===== config.mk =====
export PLATFORM = sky130hd
export DESIGN_NAME = atri_pps_timebase
export DESIGN_NICKNAME = d
export VERILOG_FILES = /design/src/rtl/atri_pps_timebase.sv
export SDC_FILE = /design/constraint.sdc
export NUM_CORES = 1
export LEC_CHECK = 0
export BUFFER_PORTS_ARGS = -buffer_cell sky130_fd_sc_hd__buf_4
export CAP_MARGIN = 20
export CORE_ASPECT_RATIO = 0.7
export CORE_MARGIN = 4
export CORE_UTILIZATION = 40
export DETAILED_ROUTE_END_ITERATION = 12
export SYNTH_ARGS = -nofsm -noshare
export SYNTH_HDL_FRONTEND = slang
export SYNTH_SLANG_ARGS = --single-unit

===== constraint.sdc =====
create_clock -name clk_i -period 2.4 [get_ports clk_i]
set_input_delay 0.24 -clock clk_i [delete_from_list [all_inputs] [get_ports clk_i]]
set_output_delay 0.24 -clock clk_i [all_outputs]
set_load 0.005 [all_outputs]

===== src/rtl/atri_pps_timebase.sv =====
// PPS timebase for the ATRI PHY: validates the external PPS, measures the
// clk_i period between accepted pulses and tracks lock plus a sub-second us count.
module atri_pps_timebase #(
  parameter int unsigned PPS_HOLDOFF_MS = 900,
  parameter int unsigned PPS_TIMEOUT_MS = 1100,
  parameter int unsigned NBITS_CYC      = 32,
  parameter int unsigned NBITS_US       = 20,
  parameter int unsigned NBITS_MS       = 11
) (
  input  logic                 clk_i,
  input  logic                 reset_n_i,
  input  logic                 pps_i,
  input  logic                 MHz_CE_i,
  input  logic                 KHz_CE_i,
  output logic                 pps_flag_o,
  output logic [31:0]          pps_count_o,
  output logic [NBITS_CYC-1:0] cycle_count_o,
  output logic                 cycle_valid_o,
  output logic [NBITS_US-1:0]  us_count_o,
  output logic                 pps_locked_o
);

  typedef enum logic [1:0] {
    ST_NOSYNC  = 2'd0,
    ST_HOLDOFF = 2'd1,
    ST_ARMED   = 2'd2
  } state_e;

  localparam logic [NBITS_MS-1:0] HOLDOFF_MS = NBITS_MS'(PPS_HOLDOFF_MS);
  localparam logic [NBITS_MS-1:0] TIMEOUT_MS = NBITS_MS'(PPS_TIMEOUT_MS);

  state_e               state_q, state_d;
  logic                 sync1_q, sync2_q, sync3_q;
  logic [1:0]           settle_q;
  logic                 rise;
  logic                 accept;
  logic                 accept_q;
  logic                 pps_flag_q;
  logic [NBITS_CYC-1:0] cyc_q, cyc_d, cyc_inc;
  logic [NBITS_MS-1:0]  ms_q, ms_d;
  logic [NBITS_US-1:0]  us_q, us_d;
  logic [31:0]          pps_count_q, pps_count_d;
  logic [NBITS_CYC-1:0] cycle_count_q, cycle_count_d;
  logic                 cycle_valid_q, cycle_valid_d;

  // The synchronizer refilling after reset with pps_i already high would look
  // like a fresh edge; edges are only qualified once the pipeline has settled.
  always_ff @(posedge clk_i or negedge reset_n_i) begin
    if (!reset_n_i) begin
      sync1_q  <= 1'b0;
      sync2_q  <= 1'b0;
      sync3_q  <= 1'b0;
      settle_q <= 2'd0;
    end else begin
      // NOTE: non-blocking assignments so every flop samples the pre-edge value;
      // blocking here would collapse the three-stage pipeline into one stage.
      sync1_q <= pps_i;
      sync2_q <= sync1_q;
      sync3_q <= sync2_q;
      if (settle_q != 2'd3) settle_q <= settle_q + 2'd1;
    end
  end

  assign rise    = sync2_q & ~sync3_q & (settle_q == 2'd3);
  assign cyc_inc = (&cyc_q) ? cyc_q : cyc_q + NBITS_CYC'(1);

  always_comb begin
    // NOTE: every variable gets a default before any branch, so no path
    // leaves one unassigned and no latch is inferred.
    state_d       = state_q;
    accept        = 1'b0;
    cyc_d         = cyc_inc;
    ms_d          = ms_q;
    us_d          = us_q;
    pps_count_d   = pps_count_q;
    cycle_count_d = cycle_count_q;
    cycle_valid_d = cycle_valid_q;

    if (KHz_CE_i && !(&ms_q)) ms_d = ms_q + NBITS_MS'(1);
    if (MHz_CE_i && !(&us_q)) us_d = us_q + NBITS_US'(1);

    case (state_q)
      ST_NOSYNC: begin
        if (rise) accept = 1'b1;
      end
      ST_HOLDOFF: begin
        // Rises here are discarded, even on the cycle holdoff expires.
        if (ms_q >= TIMEOUT_MS)      state_d = ST_NOSYNC;
        else if (ms_q >= HOLDOFF_MS) state_d = ST_ARMED;
      end
      ST_ARMED: begin
        if (rise)                    accept  = 1'b1;
        else if (ms_q >= TIMEOUT_MS) state_d = ST_NOSYNC;
      end
      default: state_d = ST_NOSYNC;
    endcase

    if (state_q != ST_NOSYNC && state_d == ST_NOSYNC) cycle_valid_d = 1'b0;

    // Accept overrides any same-cycle tick or timeout.
    if (accept) begin
      state_d     = ST_HOLDOFF;
      cyc_d       = '0;
      ms_d        = '0;
      us_d        = '0;
      pps_count_d = pps_count_q + 32'd1;
      if (state_q == ST_ARMED) begin
        cycle_count_d = cyc_inc;
        cycle_valid_d = 1'b1;
      end
    end
  end

  always_ff @(posedge clk_i or negedge reset_n_i) begin
    if (!reset_n_i) begin
      state_q       <= ST_NOSYNC;
      cyc_q         <= '0;
      ms_q          <= '0;
      us_q          <= '0;
      pps_count_q   <= '0;
      cycle_count_q <= '0;
      cycle_valid_q <= 1'b0;
      accept_q      <= 1'b0;
      pps_flag_q    <= 1'b0;
    end else begin
      state_q       <= state_d;
      cyc_q         <= cyc_d;
      ms_q          <= ms_d;
      us_q          <= us_d;
      pps_count_q   <= pps_count_d;
      cycle_count_q <= cycle_count_d;
      cycle_valid_q <= cycle_valid_d;
      accept_q      <= accept;
      pps_flag_q    <= accept_q;
    end
  end

  // The flag trails the counter clear by one edge, landing on the 4th edge
  // counted from the one that first samples pps_i high.
  assign pps_flag_o    = pps_flag_q;
  assign pps_count_o   = pps_count_q;
  assign cycle_count_o = cycle_count_q;
  assign cycle_valid_o = cycle_valid_q;
  assign us_count_o    = us_q;
  assign pps_locked_o  = (state_q != ST_NOSYNC);

endmodule


==> qor.log, run 1 <==
INFO  route          drt_pass1_iterations=5
INFO  route          wirelength=16.3mm
INFO  floorplanning  die-height=115µm
INFO  sta            fin_hold_ws=117ps
INFO  yosys          yosys.area_share.adder=0.0115
INFO  yosys          synthSimpleGateAreaFrac=0.237
INFO  route          via_per_inst=5.39
INFO  layout         layout-drive-gt1-share=0.195
INFO  worst_hold_path min-delay-start=KHz_CE_i
INFO  yosys          synth-warning-count=0
INFO  yosys          synthesis.nets=679
INFO  sta            clock_skew=11.2ps
INFO  yosys          synth-async-reset-ratio=1.00
INFO  yosys          avgSynthCellArea=9.77µm²
INFO  yosys          synth_edf_count=0
INFO  worst_setup_path worst-path-max-fanout=5
INFO  sta            worst_slew_pin_slew=632ps
INFO  grt            gr-total-overflow=0
INFO  route          drt_iter0_drc=387
INFO  yosys          xor_and_xnor_fraction_of_the_mapped_netlist_area=0.0859
INFO  placed_design  detailed_placement_hpwl=11.7mm
INFO  floorplanning  start_util=0.415
INFO  yosys          synth_area=6520µm²
INFO  floorplanning  ios=92
INFO  sta            setup_slack=114ps
INFO  layout         ff_latch_area=3430µm²
INFO  worst_setup_path rr_startpoint=cyc_q[0]
INFO  layout         n_antenna_cell=0
INFO  placed_design  gp_routability_congestion=0.884
INFO  grt            grt_pass1_vias=5258
INFO  sta            final-setup-viol-count=0
INFO  worst_setup_path endpoint_kind=flop
INFO  sta            hold_viol_final=0
INFO  layout         area_growth=25.0%
INFO  route          route.vias.total=5433
INFO  placed_design  placement.io_buffers=91
INFO  grt            antenna_found_initial=0
INFO  layout         multiInputGateArea=2940µm²
INFO  sta            fin_tns_setup=0ps
INFO  sta            timing.max_slew.rel_slack=0.568
INFO  yosys          synth_top_cell_by_area=dfrtp_1
INFO  worst_setup_path startpoint_type=flop
INFO  yosys          synth_seq_area_share=0.526
INFO  layout         nNetsFinal=788
INFO  yosys          synth-seq-cells=137
INFO  yosys          synth_top_family_by_area=simple AND/OR/NAND/NOR gates
INFO  yosys          synth.top_cells.by_area=dfrtp_1 53%, nor2_1 4.6%, xnor2_1 4.3%, xor2_1 4.3%, nand2_1 3.7%
INFO  yosys          post_synth_inst_count=668
INFO  cts            clock_sinks=137
INFO  worst_setup_path crit_path_kind=reg -> reg
INFO  grt            groute.usage.overall=0.182
INFO  worst_setup_path cp_data_arrival_time=2550ps
INFO  floorplanning  fp.dieArea=18400µm²
INFO  pwr            power-per-cell-area=795nW/µm²
INFO  worst_setup_path worstSetupStartpoint=cyc_q[0]
INFO  worst_hold_path hold_class=in -> reg
INFO  layout         num-fill-cells=1480
INFO  route          drtAntennaViolNets=0
INFO  cts            clkTransAtPathRegs=60ps
INFO  pwr            power.ir.vdd_worst=0.000438V
INFO  cts            worstSkewPairLatency=420ps
INFO  layout         final_util=0.518
INFO  yosys          synth_compound_gate_area_share=0.112
INFO  grt            maximum_number_of_pins_on_one_net_before_global_route_repair=53
INFO  floorplanning  fp.dieW=161µm
INFO  grt            grt_pass1_wl=27.3mm
INFO  sta            final_period_minus_worst_setup_slack=2290ps
INFO  cts            cts.htree.levels=4
INFO  cts            cts_tree=done
INFO  route          detail_route.drc_violations=0
INFO  cts            clk_path_buf_depth=2
INFO  run            drv.max_cap_violation_count=0
INFO  floorplanning  row_count=38
INFO  yosys          post-synth-top-area-fraction=0.526
INFO  pwr            leakage=3.70nW
INFO  cts            clock-root-buffer=clkbuf_16
INFO  route          wl_per_cell=16.2µm
INFO  placed_design  post_placement_setup_slack=55.3ps
INFO  cts            tritoncts.num_buffers=17
INFO  sta            drv_slew=0
INFO  worst_setup_path required=2670ps
INFO  sta            max_frequency=437MHz
INFO  sta            rsz0062_at_grt=false
INFO  yosys          yosys-mux-area-fraction=0.00326
INFO  sta            fin_crit_sh=0.952
INFO  status         run_status=finished clean
INFO  yosys          synth-main-ff-cell=dfrtp_1
INFO  yosys          ys_types=55
INFO  floorplanning  core_area=15700µm²
==> layout make-up <==
| class | count | share of cell area |
|---|---|---|
| clock buffers | 22 | 0.0557 |
| well taps | 220 | 0.0338 |
| inverters | 12 | 0.00568 |
| repair buffers | 118 | 0.111 |
| clock inverters | 8 | 0.0121 |
| flip-flops and latches | 137 | 0.421 |
| multi-input cells | 491 | 0.361 |
==> timing repair <==
action,CTS,global route
hold buffers,2,0
buffers inserted,0,1
endpoints found under the setup margin,0,26
gates resized for setup,0,3
hold endpoints to repair,48,0
==> layout by cell type, fill, tap and decap left out, types with 6 or more instances in the layout <==
cell type and count:
o21ai_0 38, or4_1 8, o21ai_1 7, and4_1 11
nor4_1 6, dfrtp_1 137, nand3_1 30, or3_1 14
nand2_1 64, ha_1 6, a31oi_1 10, nor3_1 15
a21oi_1 31, xnor2_1 32, inv_1 11, clkbuf_16 17
nand4_1 30, and3_1 15, a211oi_1 6, buf_4 114
xor2_1 32, nor2_1 80, and2_1 6
==> per-stage QoR <==
step	instances	power, mW	cell area (µm²)
CTS	1007	6.57	8140
floorplan	668	3.43	6520
global placement	975	4.00	7560
finish	1008	6.48	8150
detailed placement	975	4.04	7560
global route	1008	6.85	8150
==> where the power goes <==
group          leakage, nW  internal [mW]  switching, mW
clock network        0.266           1.54          0.954
registers             1.85           2.61          0.317
logic                 1.59          0.536          0.522
total                 3.70           4.68           1.79
==> state kept, by name, summed over array words and instances, names as in the netlist <==
name	count
accept_q	1
cyc_q	32
cycle_count_o	32
cycle_valid_o	1
ms_q	11
pps_count_o	32
pps_flag_o	1
settle_q	2
state_q	2
sync1_q	1
sync2_q	1
sync3_q	1
us_count_o	20
==> synthesized netlist by cell type, types with 23 or more instances <==
| master | number |
|---|---|
| o21ai_0 | 39 |
| nand4_1 | 30 |
| nor2_1 | 80 |
| a21oi_1 | 31 |
| xnor2_1 | 32 |
| nand2_1 | 64 |
| dfrtp_1 | 137 |
| nand3_1 | 30 |
| xor2_1 | 32 |
| clkbuf_1 | 23 |
==> worst max-delay path: stages, from the launching register on <==
cell     delay [ps]
dfrtp_1         410
ha_1            220
nand3_1         280
nor3_1          260
buf_4           170
nand2_1         100
o21ai_0         510
o21ai_0         180
==> cell families (layout without fill, tap and decap cells) <==
| logic type | Yosys count | after routing |
|---|---|---|
| AOI/OAI and AO/OA | 121 | 121 |
| muxes | 2 | 2 |
| buffers and inverters | 40 | 160 |
| xor gates and xnor gates | 64 | 64 |
| adders and majority gates | 6 | 6 |
| and+or+nand+nor | 298 | 298 |
| DFF | 137 | 137 |
==> metal layers <==
metal / up-vias / routed length [µm] / GRT usage
met1: 2657 / 8190 / 0.269
met3: 11 / 1180 / 0.0641
met5: - / 0 / 0
met2: 152 / 6810 / 0.260
met4: 0 / 145 / 0.0390
li1: 2613 / - / -
==> final timing paths <==
path                                           to  slack (ps)  depth (start not counted)
worst max-delay path            cycle_count_o[22]         110                          7
min in group asynchronous                 ms_q[0]         320                          2
worst max register to register  cycle_count_o[22]         110                          7
max in group asynchronous               cyc_q[21]        1340                          3
worst min-delay path                     ms_q[10]         120                          3
worst min register to register         pps_flag_o         350                          0
(Power assumes the default switching activity.)
==> run 2: changes to the inputs <==
--- a/config.mk
+++ b/config.mk
@@ -5,12 +5,15 @@
 export SDC_FILE = /design/constraint.sdc
 export NUM_CORES = 1
 export LEC_CHECK = 0
+export ABC_AREA = 1
+export ABC_CLOCK_PERIOD_IN_PS = 2400
 export BUFFER_PORTS_ARGS = -buffer_cell sky130_fd_sc_hd__buf_4
 export CAP_MARGIN = 20
 export CORE_ASPECT_RATIO = 0.7
 export CORE_MARGIN = 4
 export CORE_UTILIZATION = 40
 export DETAILED_ROUTE_END_ITERATION = 12
+export PLACE_DENSITY_LB_ADDON = 0.25
 export SYNTH_ARGS = -nofsm -noshare
 export SYNTH_HDL_FRONTEND = slang
 export SYNTH_SLANG_ARGS = --single-unit
==> run 2 against run 1 <==
Die area is 17% higher. Largest power group is now the clock network. Final cell count is 38% higher. Sequential power is 4% lower. Cell area is 15% higher.
==> qor.log, run 2 <==
INFO  status         run_status=finished clean
INFO  cts            cts_tree=done
INFO  cts            post_cts_buffers=0 [unchanged]
INFO  yosys          synth_edf_count=0 [unchanged]
INFO  sta            clock_skew=13.8ps [+2.61 ps]
INFO  sta            fin_crit_sh=0.818 [-0.134]
INFO  placed_design  gp_routability_congestion=0.893 [+1.0%]
INFO  yosys          post-synth-top-count-cell=nand2_1
INFO  layout         final_design_area_no_fill=9340µm² [+15%]
INFO  cts            tritoncts.num_buffers=17 [unchanged]
INFO  pwr            internal_power=5.04mW [+7.6%]
INFO  layout         layout.cells.most_common=nand2_1
INFO  grt            maximum_number_of_pins_on_one_net_before_global_route_repair=59 [+11%]
INFO  floorplanning  die-height=124µm [+8.1%]
INFO  cts            clock-root-buffer=clkbuf_16
INFO  route          detail_route.drc_violations=0 [unchanged]
INFO  worst_setup_path required=2750ps [+80 ps]
INFO  yosys          synth_top_cell_by_area=dfrtp_1
INFO  cts            worstSkewPairLatency=420ps [about the same]
INFO  yosys          synth-warning-count=0 [unchanged]
INFO  placed_design  detailed_placement_hpwl=14.3mm [+22%]
INFO  layout         n_antenna_cell=0 [unchanged]
INFO  worst_setup_path endpoint_kind=flop
INFO  worst_setup_path startpoint_type=flop
INFO  cts            clk_path_buf_depth=2 [unchanged]
INFO  layout         mostFrequentLayoutCells=404 x nand2_1, 151 x nor2_1, 137 x dfrtp_1, 91 x buf_4, 62 x nand3_1
INFO  route          wirelength=19.7mm [+21%]
INFO  cts            clkTransAtPathRegs=60ps [about the same]
INFO  pwr            power.ir.vdd_worst=0.000406V [-7.3%]
INFO  layout         area_growth=21.1%
INFO  pwr            comb_power_share=0.156 [-0.007]
INFO  floorplanning  ios=92 [unchanged]
INFO  yosys          synth-main-ff-cell=dfrtp_1
INFO  route          via_per_inst=4.90 [-9.1%]
INFO  grt            antenna_found_initial=0 [unchanged]
INFO  yosys          avgSynthCellArea=7.42µm² [-24%]
INFO  sta            final-setup-viol-count=0 [unchanged]
INFO  route          route.vias.total=6793 [+25%]
INFO  yosys          synth_area=7710µm² [+18%]
INFO  worst_setup_path critical_path.cell_chain=ha_1, inv_2, nor2_4, nand2_4, nor2_8, nand2_4, buf_12, nand2_1, nand2_1, nand2_1
INFO  placed_design  post_placement_setup_slack=453ps [+397 ps]
INFO  pwr            leakage=4.53nW [+22%]
INFO  sta            setup_slack=436ps [+322 ps]
INFO  worst_setup_path timing.critical_path.slowest_stage_cell=dfrtp_1
INFO  worst_setup_path critical-path-max-stage-delay=420ps [-90 ps]
INFO  sta            max_frequency=509MHz [+16%]
INFO  yosys          synthesis.nets=1050 [+55%]
INFO  floorplanning  row_count=42 [+11%]
INFO  pwr            power-per-cell-area=740nW/µm² [-6.8%]
INFO  floorplanning  start_util=0.408 [-0.00693]
INFO  route          wl_per_cell=14.2µm [-12%]
INFO  yosys          synth.top_cells.by_area=dfrtp_1 44%, nand2_1 20%, nor2_1 7.4%, nand3_1 4.0%, xor2_1 3.2%
INFO  sta            worst_slew_pin_slew=582ps [-50.1 ps]
INFO  layout         nNetsFinal=1142 [+45%]
INFO  route          drt_iter0_drc=468 [+21%]
INFO  floorplanning  core_area=18900µm² [+20%]
INFO  sta            hold_viol_final=0 [unchanged]
INFO  sta            rsz0062_at_grt=false
INFO  grt            groute.usage.overall=0.189 [+0.00662]
INFO  pwr            p_sw=1.87mW [+4.5%]
INFO  yosys          ys_types=39 [-29%]
INFO  yosys          post_synth_inst_count=1039 [+56%]
INFO  grt            grt_pass1_wl=32.9mm [+21%]
INFO  sta            final_period_minus_worst_setup_slack=1960ps [-322 ps]
INFO  floorplanning  fp.dieW=174µm [+8.3%]
INFO  worst_setup_path cpMostUsedCell=nand2_1
INFO  yosys          synth-seq-cells=137 [unchanged]
INFO  yosys          synth.top_cells.by_count=404 x nand2_1, 151 x nor2_1, 137 x dfrtp_1
INFO  placed_design  dpl-instance-area=8640µm² [+14%]
INFO  floorplanning  fp.dieArea=21600µm² [+17%]
INFO  route          drt_pass1_iterations=5 [unchanged]
INFO  layout         layout-drive-gt1-share=0.161 [-0.0346]
INFO  placed_design  placement.io_buffers=91 [unchanged]
INFO  sta            timing.max_slew.rel_slack=0.612 [+0.0443]
INFO  yosys          synth_seq_area_share=0.445 [-0.0809]
INFO  pwr            seq_power_share=0.407 [-0.045]
INFO  yosys          post-synth-top-area-fraction=0.445 [-0.0809]
INFO  worst_setup_path worst-path-max-fanout=34 [+29]
INFO  cts            clock_sinks=137 [unchanged]
INFO  route          drtAntennaViolNets=0 [unchanged]
INFO  yosys          synth-async-reset-ratio=1.00 [unchanged]
INFO  worst_hold_path hold_class=in -> reg
INFO  grt            grt_pass1_vias=6296 [+20%]
INFO  pwr            finalPower=6.91mW [+6.7%]
INFO  sta            drv_slew=0 [unchanged]
INFO  run            drv.max_cap_violation_count=0 [unchanged]
INFO  worst_setup_path rrSetupSlack=440ps [+320 ps]
INFO  cts            cts.htree.levels=4 [unchanged]
INFO  worst_setup_path crit_path_kind=reg -> reg
INFO  grt            gr-total-overflow=0 [unchanged]
INFO  pwr            p_clk_frac=0.438 [+0.053]
INFO  worst_setup_path cp_data_arrival_time=2310ps [-240 ps]
INFO  sta            fin_tns_setup=0ps [unchanged]
INFO  pwr            p_sw_frac=0.271 [-0.00571]
==> run 2: layout make-up <==
type | count | area, µm²
Clock inverter | 11 | 216
Multi-Input combinational cell | 811 | 3870
Clock buffer | 21 | 460
Tap cell | 242 | 303
Fill cell | 1867 | 9580
Inverter | 65 | 246
Sequential cell | 137 | 3430
Timing Repair Buffer | 99 | 815
==> run 2: critical path: cells and delay by family, from the launching register on <==
kind          cells  cell delay [ps]
flops             1              420
buf+inv           2              310
simple gates      7              870
fa+ha+maj         1              270
==> run 2: cell families after synthesis <==
kind of cell / Yosys count / share of synthesized area
buffers and inverters: 91 / 0.0547
AO/OA/AOI/OAI: 64 / 0.0529
multiplexers: 1 / 0.00146
flip-flops: 137 / 0.445
XOR/XNOR: 48 / 0.0545
AND/OR/NAND/NOR: 692 / 0.382
adder cells (fa/ha/maj): 6 / 0.00974
==> run 2: worst paths after layout <==
check                      startpoint                end  depth (start not counted)
hold reg to reg              accept_q         pps_flag_o                          0
setup reg to reg             cyc_q[0]  cycle_count_o[20]                         10
max in group asynchronous   reset_n_i          cyc_q[14]                          3
setup / recovery             cyc_q[0]  cycle_count_o[20]                         10
hold / removal               KHz_CE_i           ms_q[10]                          3
min in group asynchronous   reset_n_i      us_count_o[2]                          2
==> run 2: routing by layer <==
metal	routed length, µm	part of all wire	GRT usage	vias to the layer above
li1	-	-	-	3472
met1	10900	0.55	0.297	3139
met2	7590	0.38	0.258	166
met3	1090	0.055	0.0422	16
met4	180	0.0091	0.0499	0
met5	0	0	0	-
==> run 2: power by group through the flow <==
stage | Combinational (mW) | Sequential, mW | Clock (mW)
floorplan | 0.646 | 2.81 | 0
global placement | 1.07 | 2.85 | 0
detailed placement | 1.09 | 2.85 | 0
CTS | 1.09 | 2.81 | 3.08
global route | 1.22 | 2.86 | 3.20
finish | 1.08 | 2.81 | 3.03
==> run 2: through the flow <==
step | hold WS [ps] | instances | utilization
detailed placement | 260 | 1352 | 0.457
CTS | 115 | 1386 | 0.494
global placement | 260 | 1352 | 0.457
floorplan | -55.6 | 1039 | -
global route | 159 | 1386 | 0.494
finish | 126 | 1386 | 0.494
==> run 2: what timing repair did <==
item	4_1_cts	5_1_grt
resized for setup	0	0
hold buffers	2	0
setup endpoints to repair	0	0
hold endpoints to repair	57	0
